$ cat config.mk
export PLATFORM = sky130hd
export DESIGN_NAME = fp_to_int_pipe_flat
export DESIGN_NICKNAME = d
export VERILOG_FILES = /design/src/rtl/fp_to_int_pipe_if.sv /design/src/rtl/fp_to_int_pipe.sv /design/src/flat_wrapper.sv
export SDC_FILE = /design/constraint.sdc
export NUM_CORES = 1
export LEC_CHECK = 0
export ABC_AREA = 1
export CAP_MARGIN = 10
export CORE_MARGIN = 10
export CORE_UTILIZATION = 28
export CTS_CLUSTER_SIZE = 20
export DETAILED_ROUTE_END_ITERATION = 10
export MAX_ROUTING_LAYER = met4
export PLACE_DENSITY = 0.43
export SYNTH_ARGS = -nofsm -noshare
export SYNTH_HDL_FRONTEND = slang
export SYNTH_SLANG_ARGS = --single-unit
$ cat constraint.sdc
create_clock -name CLK -period 3.5 [get_ports CLK]
set_input_delay 0.35 -clock CLK [delete_from_list [all_inputs] [get_ports CLK]]
set_output_delay 0.35 -clock CLK [all_outputs]
set_load 0.05 [all_outputs]
$ cat src/rtl/fp_to_int_pipe_if.sv
// Stream interface for the float-to-integer converter: operand side plus result side.
// A beat moves on a rising edge only when its valid and ready are both high; valid never waits on ready.
interface fp_to_int_pipe_if #(
    parameter int INT_W = 32
);
    logic [31:0]      A;
    logic             Trunc;
    logic             InValid;
    logic             InReady;
    logic [INT_W-1:0] Z;
    logic             Invalid;
    logic             Overflow;
    logic             Inexact;
    logic             OutValid;
    logic             OutReady;

    modport master (
        output A, Trunc, InValid, OutReady,
        input  InReady, Z, Invalid, Overflow, Inexact, OutValid
    );

    modport slave (
        input  A, Trunc, InValid, OutReady,
        output InReady, Z, Invalid, Overflow, Inexact, OutValid
    );
endinterface

$ cat src/rtl/fp_to_int_pipe.sv
// Three-stage IEEE-754 single to signed INT_W-bit integer converter.
// Stages: unpack/classify, align with guard/sticky, round/sign/saturate.
module fp_to_int_pipe #(
    parameter int INT_W = 32
) (
    input  logic             CLK,
    input  logic             RST,
    fp_to_int_pipe_if.slave  io
);
    localparam int MAG_W = INT_W + 1;
    localparam logic [MAG_W-1:0] POS_MAX   = MAG_W'((64'd1 << (INT_W - 1)) - 64'd1);
    localparam logic [MAG_W-1:0] NEG_MAX   = MAG_W'(64'd1 << (INT_W - 1));
    localparam logic [INT_W-1:0] Z_POS_SAT = INT_W'((64'd1 << (INT_W - 1)) - 64'd1);
    localparam logic [INT_W-1:0] Z_NEG_SAT = INT_W'(64'd1 << (INT_W - 1));

    // stage 1: unpacked operand
    logic        v1_q, v1_d;
    logic        sign1_q, sign1_d;
    logic [7:0]  exp1_q, exp1_d;
    logic [23:0] man1_q, man1_d;
    logic        trunc1_q, trunc1_d;
    logic        nan1_q, nan1_d;
    logic        inf1_q, inf1_d;

    // stage 2: aligned integer part plus rounding bits
    logic             v2_q, v2_d;
    logic             sign2_q, sign2_d;
    logic             trunc2_q, trunc2_d;
    logic             nan2_q, nan2_d;
    logic             inf2_q, inf2_d;
    logic             povf2_q, povf2_d;
    logic [MAG_W-1:0] mag2_q, mag2_d;
    logic             grd2_q, grd2_d;
    logic             stk2_q, stk2_d;

    // stage 3: final result
    logic             v3_q, v3_d;
    logic [INT_W-1:0] z3_q, z3_d;
    logic             inv3_q, inv3_d;
    logic             ovf3_q, ovf3_d;
    logic             inx3_q, inx3_d;

    logic rdy1, rdy2, rdy3;

    assign rdy3 = !v3_q || io.OutReady;
    assign rdy2 = !v2_q || rdy3;
    assign rdy1 = !v1_q || rdy2;

    assign io.InReady  = rdy1;
    assign io.OutValid = v3_q;
    assign io.Z        = z3_q;
    assign io.Invalid  = inv3_q;
    assign io.Overflow = ovf3_q;
    assign io.Inexact  = inx3_q;

    logic signed [9:0] exp_unb;
    logic [4:0]        sh_r;
    logic [4:0]        sh_l;
    logic [47:0]       ext_r;
    logic              inc;
    logic [MAG_W-1:0]  mag_rnd;

    always_comb begin
        v1_d     = v1_q;
        sign1_d  = sign1_q;
        exp1_d   = exp1_q;
        man1_d   = man1_q;
        trunc1_d = trunc1_q;
        nan1_d   = nan1_q;
        inf1_d   = inf1_q;
        if (rdy1) begin
            v1_d = io.InValid;
            if (io.InValid) begin
                sign1_d  = io.A[31];
                exp1_d   = io.A[30:23];
                man1_d   = {|io.A[30:23], io.A[22:0]};
                trunc1_d = io.Trunc;
                nan1_d   = (&io.A[30:23]) && (|io.A[22:0]);
                inf1_d   = (&io.A[30:23]) && !(|io.A[22:0]);
            end
        end
    end

    always_comb begin
        exp_unb = $signed({2'b00, exp1_q}) - 10'sd127;
        sh_r    = 5'(10'sd23 - exp_unb);
        sh_l    = 5'(exp_unb - 10'sd23);
        ext_r   = {man1_q, 24'd0} >> sh_r;

        v2_d     = v2_q;
        sign2_d  = sign2_q;
        trunc2_d = trunc2_q;
        nan2_d   = nan2_q;
        inf2_d   = inf2_q;
        povf2_d  = povf2_q;
        mag2_d   = mag2_q;
        grd2_d   = grd2_q;
        stk2_d   = stk2_q;
        if (rdy2) begin
            v2_d = v1_q;
            if (v1_q) begin
                sign2_d  = sign1_q;
                trunc2_d = trunc1_q;
                nan2_d   = nan1_q;
                inf2_d   = inf1_q;
                povf2_d  = 1'b0;
                mag2_d   = '0;
                grd2_d   = 1'b0;
                stk2_d   = 1'b0;
                // Out-of-range exponents are tested before the shift paths so small INT_W never shifts past MAG_W.
                if (exp_unb < -10'sd1) begin
                    stk2_d = |man1_q;
                end else if (exp_unb == -10'sd1) begin
                    grd2_d = man1_q[23];
                    stk2_d = |man1_q[22:0];
                end else if (exp_unb >= $signed(10'(INT_W))) begin
                    povf2_d = 1'b1;
                end else if (exp_unb <= 10'sd23) begin
                    mag2_d = MAG_W'(ext_r[47:24]);
                    grd2_d = ext_r[23];
                    stk2_d = |ext_r[22:0];
                end else begin
                    mag2_d = MAG_W'(man1_q) << sh_l;
                end
            end
        end
    end

    always_comb begin
        inc     = !trunc2_q && grd2_q && (stk2_q || mag2_q[0]);
        mag_rnd = mag2_q + MAG_W'(inc);

        v3_d   = v3_q;
        z3_d   = z3_q;
        inv3_d = inv3_q;
        ovf3_d = ovf3_q;
        inx3_d = inx3_q;
        if (rdy3) begin
            v3_d = v2_q;
            if (v2_q) begin
                inv3_d = 1'b0;
                ovf3_d = 1'b0;
                inx3_d = 1'b0;
                if (nan2_q) begin
                    z3_d   = Z_POS_SAT;
                    inv3_d = 1'b1;
                end else if (sign2_q) begin
                    if (inf2_q || povf2_q || (mag_rnd > NEG_MAX)) begin
                        z3_d   = Z_NEG_SAT;
                        ovf3_d = 1'b1;
                    end else begin
                        z3_d   = -mag_rnd[INT_W-1:0];
                        inx3_d = grd2_q || stk2_q;
                    end
                end else begin
                    if (inf2_q || povf2_q || (mag_rnd > POS_MAX)) begin
                        z3_d   = Z_POS_SAT;
                        ovf3_d = 1'b1;
                    end else begin
                        z3_d   = mag_rnd[INT_W-1:0];
                        inx3_d = grd2_q || stk2_q;
                    end
                end
            end
        end
    end

    always_ff @(posedge CLK or posedge RST) begin
        if (RST) begin
            v1_q     <= 1'b0;
            sign1_q  <= 1'b0;
            exp1_q   <= '0;
            man1_q   <= '0;
            trunc1_q <= 1'b0;
            nan1_q   <= 1'b0;
            inf1_q   <= 1'b0;
            v2_q     <= 1'b0;
            sign2_q  <= 1'b0;
            trunc2_q <= 1'b0;
            nan2_q   <= 1'b0;
            inf2_q   <= 1'b0;
            povf2_q  <= 1'b0;
            mag2_q   <= '0;
            grd2_q   <= 1'b0;
            stk2_q   <= 1'b0;
            v3_q     <= 1'b0;
            z3_q     <= '0;
            inv3_q   <= 1'b0;
            ovf3_q   <= 1'b0;
            inx3_q   <= 1'b0;
        end else begin
            v1_q     <= v1_d;
            sign1_q  <= sign1_d;
            exp1_q   <= exp1_d;
            man1_q   <= man1_d;
            trunc1_q <= trunc1_d;
            nan1_q   <= nan1_d;
            inf1_q   <= inf1_d;
            v2_q     <= v2_d;
            sign2_q  <= sign2_d;
            trunc2_q <= trunc2_d;
            nan2_q   <= nan2_d;
            inf2_q   <= inf2_d;
            povf2_q  <= povf2_d;
            mag2_q   <= mag2_d;
            grd2_q   <= grd2_d;
            stk2_q   <= stk2_d;
            v3_q     <= v3_d;
            z3_q     <= z3_d;
            inv3_q   <= inv3_d;
            ovf3_q   <= ovf3_d;
            inx3_q   <= inx3_d;
        end
    end
endmodule

$ cat src/flat_wrapper.sv
// flat-port wrapper written by rule: the top's interface ports become plain ports
module fp_to_int_pipe_flat 
#(
    parameter int INT_W = 32
)
  (CLK, RST, io_A, io_Trunc, io_InValid, io_OutReady, io_InReady, io_Z, io_Invalid, io_Overflow, io_Inexact, io_OutValid);
  fp_to_int_pipe_if #(.INT_W(INT_W)) io_i ();
  input  logic CLK;
  input  logic RST;
  input wire logic [$bits(io_i.A)-1:0] io_A;
  input wire logic [$bits(io_i.Trunc)-1:0] io_Trunc;
  input wire logic [$bits(io_i.InValid)-1:0] io_InValid;
  input wire logic [$bits(io_i.OutReady)-1:0] io_OutReady;
  output wire logic [$bits(io_i.InReady)-1:0] io_InReady;
  output wire logic [$bits(io_i.Z)-1:0] io_Z;
  output wire logic [$bits(io_i.Invalid)-1:0] io_Invalid;
  output wire logic [$bits(io_i.Overflow)-1:0] io_Overflow;
  output wire logic [$bits(io_i.Inexact)-1:0] io_Inexact;
  output wire logic [$bits(io_i.OutValid)-1:0] io_OutValid;
  assign io_i.A = io_A;
  assign io_i.Trunc = io_Trunc;
  assign io_i.InValid = io_InValid;
  assign io_i.OutReady = io_OutReady;
  assign io_InReady = io_i.InReady;
  assign io_Z = io_i.Z;
  assign io_Invalid = io_i.Invalid;
  assign io_Overflow = io_i.Overflow;
  assign io_Inexact = io_i.Inexact;
  assign io_OutValid = io_i.OutValid;
  fp_to_int_pipe #(.INT_W(INT_W)) u_core (.CLK(CLK), .RST(RST), .io(io_i));
endmodule
==> impl_metrics.yaml, run 1 <==
status:
  outcome: "finished clean"
critical_path:
  crit_type: "reg -> reg"
  slowest_stage: "dfrtp_1"
  r2r_start: "u_core.mag2_q[0]$_DFFE_PP0P_"
  end_kind: "register"
  start_kind: "register"
  cp_top_family: "simple AND/OR/NAND/NOR gates"
  crit_fanout: 22
  cp-startpoint: "u_core.mag2_q[0]$_DFFE_PP0P_"
  path_cells: "o21ai_0 > nor2_1 > ha_1 > ha_2 > inv_1 > ha_1 > inv_1 > nor2_1 > nand3_2 > nor3_1 > nand3_2 > nor2_4 > nand2_4 > nand2_8 > nand2_4 > inv_8 > nand2_1 > a21oi_1"
  crit_buf_inv: 3
  critPathArrivalTime_ps: 3560
  cp_slowest_stage_delay_ps: 410
  crit_required_ps: 3860
final_layout:
  final_layout_size_suffix_gt1_share_pct: 9.03
  register_area_mm2: 0.00285
  syn_to_final_growth_pct: 18.4
  fill_cells: 4256
  layout.nets: 1874
  layout_common_cells: "nand2_1, nor2_1, nand3_1, inv_1, o21ai_0"
  final_common_cell: "nand2_1"
  multiInputGateArea_mm2: 0.00685
timing:
  rsz0062_at_grt: "no"
  fin_tns_setup_ps: 0
  layout_min_cycle_time_ps: 3200
  finalWorstSetupSlack_ps: 297
  fmax_ghz: 0.312
  setup_violations: 0
  fin_skew_ps: 11.4
  fin_crit_sh_pct: 91.5
  finalMaxSlewViolations: 0
  max_slew_margin_pct: 37.7
  finalHoldViolCount: 0
  tightest_slew_ps: 933
placement:
  place_congestion: 0.906
  post-place-ws_ps: 168
  hpwlAfterDp_mm: 33.0
  portBuffers: 73
pwr:
  p_switching_w: 0.00572
  leakage_nw: 6.03
  p_sw_share_pct: 53.1
  vdd_drop_max_uv: 375
  p_per_area_mw_per_mm2: 856
  p_comb_share_pct: 63.2
  intPower_w: 0.00505
  clkPwrFrac_pct: 17.7
  seqPwrFrac_pct: 19.1
clock_network:
  cts_buffer_depth: 2
  insertion_delay_ps: 440
  clkSinkCount: 114
  cts_tree: "yes"
  cts-resized-gates: 0
  clock-root-buffer: "clkbuf_16"
  cts-buffers-inserted: 17
  cts_setup_buffers: 0
  ctsHtreeMaxLevel: 4
  cts.clk_slew.worst_paths_ps: 60
  cts_hold_buf: 0
grt:
  grt_max_degree: 50
  grt_pass1_wl_mm: 64.8
  grt_antenna_before_repair: 2
  grt_usage_pct: 18.0
  grt_pass1_vias: 11303
  grt-ovfl-total: 0
logic_synthesis:
  yosys.area_share.adder_pct: 1.29
  synth_edf_count: 0
  yosys_warnings: 0
  ys_seq_area_share_pct: 26.8
  synth_xor_xnor_area_share_pct: 2.22
  ys.flop_type: "dfrtp_1"
  synthMuxAreaShare_pct: 0.471
  synthArstFlopShare_pct: 100
  synth_top_family_by_area: "simple AND/OR/NAND/NOR gates"
  synth_nets: 1831
  synth-simple-area-share_pct: 47.0
  syn-instance-count: 1783
  synth-compound-area-share_pct: 13.2
  synth-seq-cells: 114
  syn_area_per_cell_um2: 5.96
  synth_cell_types: 45
  synth_area_mm2: 0.0106
floorplanning:
  num_rows: 71
  die_area_mm2: 0.0462
  start_util_pct: 28.3
  die_y_um: 215
  core_area_mm2: 0.0376
  ios: 74
  die_w_um: 215
detailed_routing:
  via_per_inst: 4.88
  wl_mm: 40.2
  antenna_left: 0
  drtIter0Drc: 716
  vias: 11479
  post-route-drc-count: 0
  wl_per_cell_um: 17.1
  drtPass1Iterations: 5
min_path:
  hp-class: "in -> async"
run:
  cap_violations: 0
[cell families after synthesis]
logic type                 after synthesis
adders and majority gates               11
AOI/OAI and AO/OA                      251
xor gates and xnor gates                27
muxes                                    5
buffers and inverters                  237
DFF                                    114
and+or+nand+nor                       1138
[power by group through the flow]
stage,Combinational [W],Sequential (W),Clock (W)
detailed placement,0.00681,0.00208,0
global placement,0.00684,0.00206,0
global route,0.00758,0.00212,0.00201
CTS,0.00683,0.00206,0.00195
finish,0.00681,0.00205,0.00191
floorplan,0.00416,0.00272,0
[sequential cells by signal, indices dropped and copies added, names as in the netlist, 8 cells and up]
signal         count
u_core.mag2_q     33
u_core.man1_q     24
u_core.exp1_q      8
u_core.io.Z       32
[synth_stat cells, types with 12 or more instances]
| master | n | area (µm²) |
|---|---|---|
| nand2_2 | 35 | 219 |
| inv_1 | 142 | 533 |
| buf_1 | 16 | 60.1 |
| o22ai_1 | 12 | 75.1 |
| nand2_1 | 571 | 2140 |
| nand3_1 | 192 | 961 |
| buf_2 | 16 | 80.1 |
| clkbuf_1 | 50 | 188 |
| a21oi_1 | 54 | 270 |
| a21oi_2 | 19 | 166 |
| nor3_1 | 15 | 75.1 |
| nand4_1 | 47 | 294 |
| o21ai_0 | 137 | 686 |
| xor2_1 | 23 | 201 |
| dfrtp_1 | 114 | 2850 |
| nor2_1 | 228 | 856 |
[final cells by class]
cell class	count	area share, %
clock inverter	9	1.21
tap	511	5.08
inverter	152	4.61
sequential	114	22.7
multi-input combinational	1432	54.4
timing repair buffer	109	8.15
antenna	1	0.0199
clock buffer	23	3.80
[worst paths after layout]
kind                       depth (start not counted)                        endpoint  slack [ps]
setup / recovery                                  18     u_core.io.Z[26]$_DFFE_PP0P_         300
hold / removal                                     2   u_core.man1_q[13]$_DFFE_PP0P_         380
setup reg to reg                                  18     u_core.io.Z[26]$_DFFE_PP0P_         300
hold reg to reg                                    2  u_core.io.OutValid$_DFFE_PP0P_         480
max in group asynchronous                          3    u_core.man1_q[6]$_DFFE_PP0P_        2320
min in group CLK                                   3      u_core.sign1_q$_DFFE_PP0P_         480
[layer usage]
metal / track usage [%] / up-vias / share of wire [%]
met2: 28.0 / 231 / 45
met1: 23.7 / 5314 / 49
li1: - / 5894 / -
met3: 2.71 / 40 / 4.1
met4: 5.15 / 0 / 2.0
met5: - / - / 0
[per-stage QoR]
step / utilization, % / power (W) / cells / area [µm²] / hold slack, ps
floorplan: - / 0.00688 / 1783 / 10600 / 448
CTS: 33.4 / 0.0108 / 2350 / 12600 / 401
detailed placement: 31.8 / 0.00889 / 2318 / 11900 / 473
finish: 33.5 / 0.0108 / 2351 / 12600 / 376
global route: 33.5 / 0.0117 / 2351 / 12600 / 440
global placement: 31.8 / 0.00891 / 2318 / 11900 / 470
No activity file was read; power rests on OpenSTA's default activity.
==> inputs of run 2 (changes only) <==
--- a/config.mk
+++ b/config.mk
@@ -11,6 +11,7 @@
 export CORE_UTILIZATION = 28
 export CTS_CLUSTER_SIZE = 20
 export DETAILED_ROUTE_END_ITERATION = 10
+export HOLD_SLACK_MARGIN = 0.08
 export MAX_ROUTING_LAYER = met4
 export PLACE_DENSITY = 0.43
 export SYNTH_ARGS = -nofsm -noshare
==> constraint.sdc (replaced) <==
create_clock -name CLK -period 3.5 [get_ports CLK]
set_input_delay 0.875 -clock CLK [delete_from_list [all_inputs] [get_ports CLK]]
set_output_delay 0.875 -clock CLK [all_outputs]
set_load 0.05 [all_outputs]
==> run 2 against run 1 <==
Sequential cell count did not move. Clock-buffer cell count shrank 2. Critical path type unchanged. Hold slack better by 110 ps. Highest routed layer unchanged. Core utilization about the same. Critical endpoint is now u_core.stk2_q$_DFFE_PP0P_. Die area stayed put. Final cell count is 0.30% higher.
==> impl_metrics.yaml, run 2 (same netlist as run 1, synthesis figures left out) <==
clock_network:
  insertion_delay_ps: 440
  cts_tree: "yes"
  cts_buffer_depth: 2
  ctsHtreeMaxLevel: 4
  cts-buffers-inserted: 17
  clock-root-buffer: "clkbuf_16"
  cts_hold_buf: 0
  cts_setup_buffers: 0
  clkSinkCount: 114
  cts.clk_slew.worst_paths_ps: 60
detailed_routing:
  wl_mm: 39.7
  wl_per_cell_um: 16.9
  route.met3.wl_mm: 1.43
  wl_met1_mm: 19.7
  antenna_left: 0
  topRoutingLayerUsed: "met4"
  vias: 11479
  drtIter0Drc: 710
  drtPass1Iterations: 7
  dr_wl_met2_mm: 17.9
  post-route-drc-count: 0
  via_per_inst: 4.87
timing:
  finalWorstSetupSlack_ps: 215
  setup_violations: 0
  max_slew_margin_pct: 52.4
  fmax_ghz: 0.304
  fin_tns_setup_ps: 0
  fin_skew_ps: 10.5
  tightest_slew_ps: 714
  fin_crit_sh_pct: 93.9
  layout_min_cycle_time_ps: 3290
  finalMaxSlewViolations: 0
  rsz0062_at_grt: "no"
  finalHoldViolCount: 0
final_layout:
  fin_util_pct: 33.5
  final_common_cell: "nand2_1"
  largest_reg_flops: 33
  layout.nets: 1881
  syn_to_final_growth_pct: 18.5
  register_area_mm2: 0.00285
  largest-register: "u_core.mag2_q"
  multiInputGateArea_mm2: 0.00686
  fill_cells: 4225
  layout_common_cells: "nand2_1, nor2_1, nand3_1, inv_1, o21ai_0"
  final_layout_size_suffix_gt1_share_pct: 9.53
min_path:
  hp-class: "reg -> reg"
  whs_endpoint: "u_core.io.OutValid$_DFFE_PP0P_"
  hold_start: "u_core.v2_q$_DFFE_PP0P_"
  min_path_cells: 2
floorplanning:
  core_area_mm2: 0.0376
  die_area_mm2: 0.0462
  ios: 74
  die_y_um: 215
  start_util_pct: 28.3
  die_w_um: 215
  num_rows: 71
grt:
  grt_pass1_vias: 11285
  grt-ovfl-total: 0
  grt_pass1_wl_mm: 63.6
  grt_usage_pct: 17.6
  grt_antenna_before_repair: 1
  grt_max_degree: 115
critical_path:
  start_kind: "register"
  path_cells: "inv_2 > ha_1 > inv_1 > o21ai_0 > or2_2 > o21ai_0 > nor2_1 > nand2_1 > nor2_1 > nand2_1 > nand2_1 > nand2_1 > nand2_1 > nand2_1 > nand2_1 > nand2_1"
  cp_slowest_stage_delay_ps: 420
  crit_fanout: 13
  crit_type: "reg -> reg"
  end_kind: "register"
  rr_endpoint: "u_core.stk2_q$_DFFE_PP0P_"
  cp_common_cell: "nand2_1"
  r2r_slack_ps: 210
  r2r_start: "u_core.exp1_q[0]$_DFFE_PP0P_"
  reg2reg_depth: 16
  critPathArrivalTime_ps: 3650
  crit_required_ps: 3870
  slowest_stage: "o21ai_0"
pwr:
  p_per_area_mw_per_mm2: 844
  leakage_nw: 6.05
  vdd_drop_max_uv: 386
placement:
  post-place-ws_ps: 158
  hpwlAfterDp_mm: 32.0
  place_congestion: 0.916
  portBuffers: 73
run:
  cap_violations: 0
status:
  outcome: "finished clean"
==> run 2: cell types whose count changed in the layout (fill, tap and decap cells not counted), sizes merged <==
cell	change
buf	+8
bufinv	-2
clkbuf	-2
clkdlybuf4s50	-1
clkinv	+6
clkinvlp	-1
inv	-1
==> run 2: layout make-up <==
type	count	area share, %
timing repair buffer	116	8.64
inverter	152	4.62
clock buffer	21	3.66
multi-input combinational	1432	54.5
sequential	114	22.6
antenna	1	0.0199
clock inverter	11	0.884
tap	511	5.08
==> run 2: where the power goes <==
| group | switching [W] | internal, W |
|---|---|---|
| Combinational | 0.00471 | 0.00213 |
| Sequential | 0.000346 | 0.00172 |
| Clock | 0.000660 | 0.00107 |
==> run 2: through the flow <==
step,area [µm²],hold slack (ps),power [W],std cells
after detailed placement,12000,477,0.00890,2325
after floorplan,10600,448,0.00688,1783
after global placement,12000,472,0.00892,2325
after CTS,12600,492,0.0107,2357
final,12600,482,0.0106,2358
after global routing,12600,508,0.0116,2358
==> run 2: how the worst max path moves through the flow <==
stage / startpoint / endpoint / slack [ps] / depth (start not counted)
floorplan: u_core.exp1_q[1]$_DFFE_PP0P_ / u_core.grd2_q$_DFFE_PP0P_ / 560 / 18
global placement: u_core.mag2_q[0]$_DFFE_PP0P_ / u_core.io.Z[31]$_DFFE_PP0P_ / 190 / 19
detailed placement: u_core.mag2_q[0]$_DFFE_PP0P_ / u_core.io.Z[31]$_DFFE_PP0P_ / 160 / 19
CTS: u_core.mag2_q[0]$_DFFE_PP0P_ / u_core.io.Z[31]$_DFFE_PP0P_ / 160 / 19
global route: u_core.mag2_q[0]$_DFFE_PP0P_ / u_core.io.Z[26]$_DFFE_PP0P_ / 30 / 19
finish: u_core.exp1_q[0]$_DFFE_PP0P_ / u_core.stk2_q$_DFFE_PP0P_ / 210 / 16
==> run 2: what timing repair did <==
item / CTS / global route
hold endpoints to repair: 0 / 0
setup endpoints to repair: 0 / 29
gates resized for setup: 0 / 6
==> run 2: worst max-delay path, delay by kind of cell (launching register included) <==
family / cells / cell delay, ps
AND/OR/NAND/NOR: 11 / 1320
flip-flops: 1 / 390
buffers and inverters: 2 / 450
adder cells (fa/ha/maj): 1 / 310
AO/OA/AOI/OAI: 2 / 750
==> run 2: metal layers <==
metal  GRT usage [%]  vias up
met1            23.6     5326
met5               -        -
met4            4.66        0
li1                -     5894
met2            27.3      223
met3            2.40       36
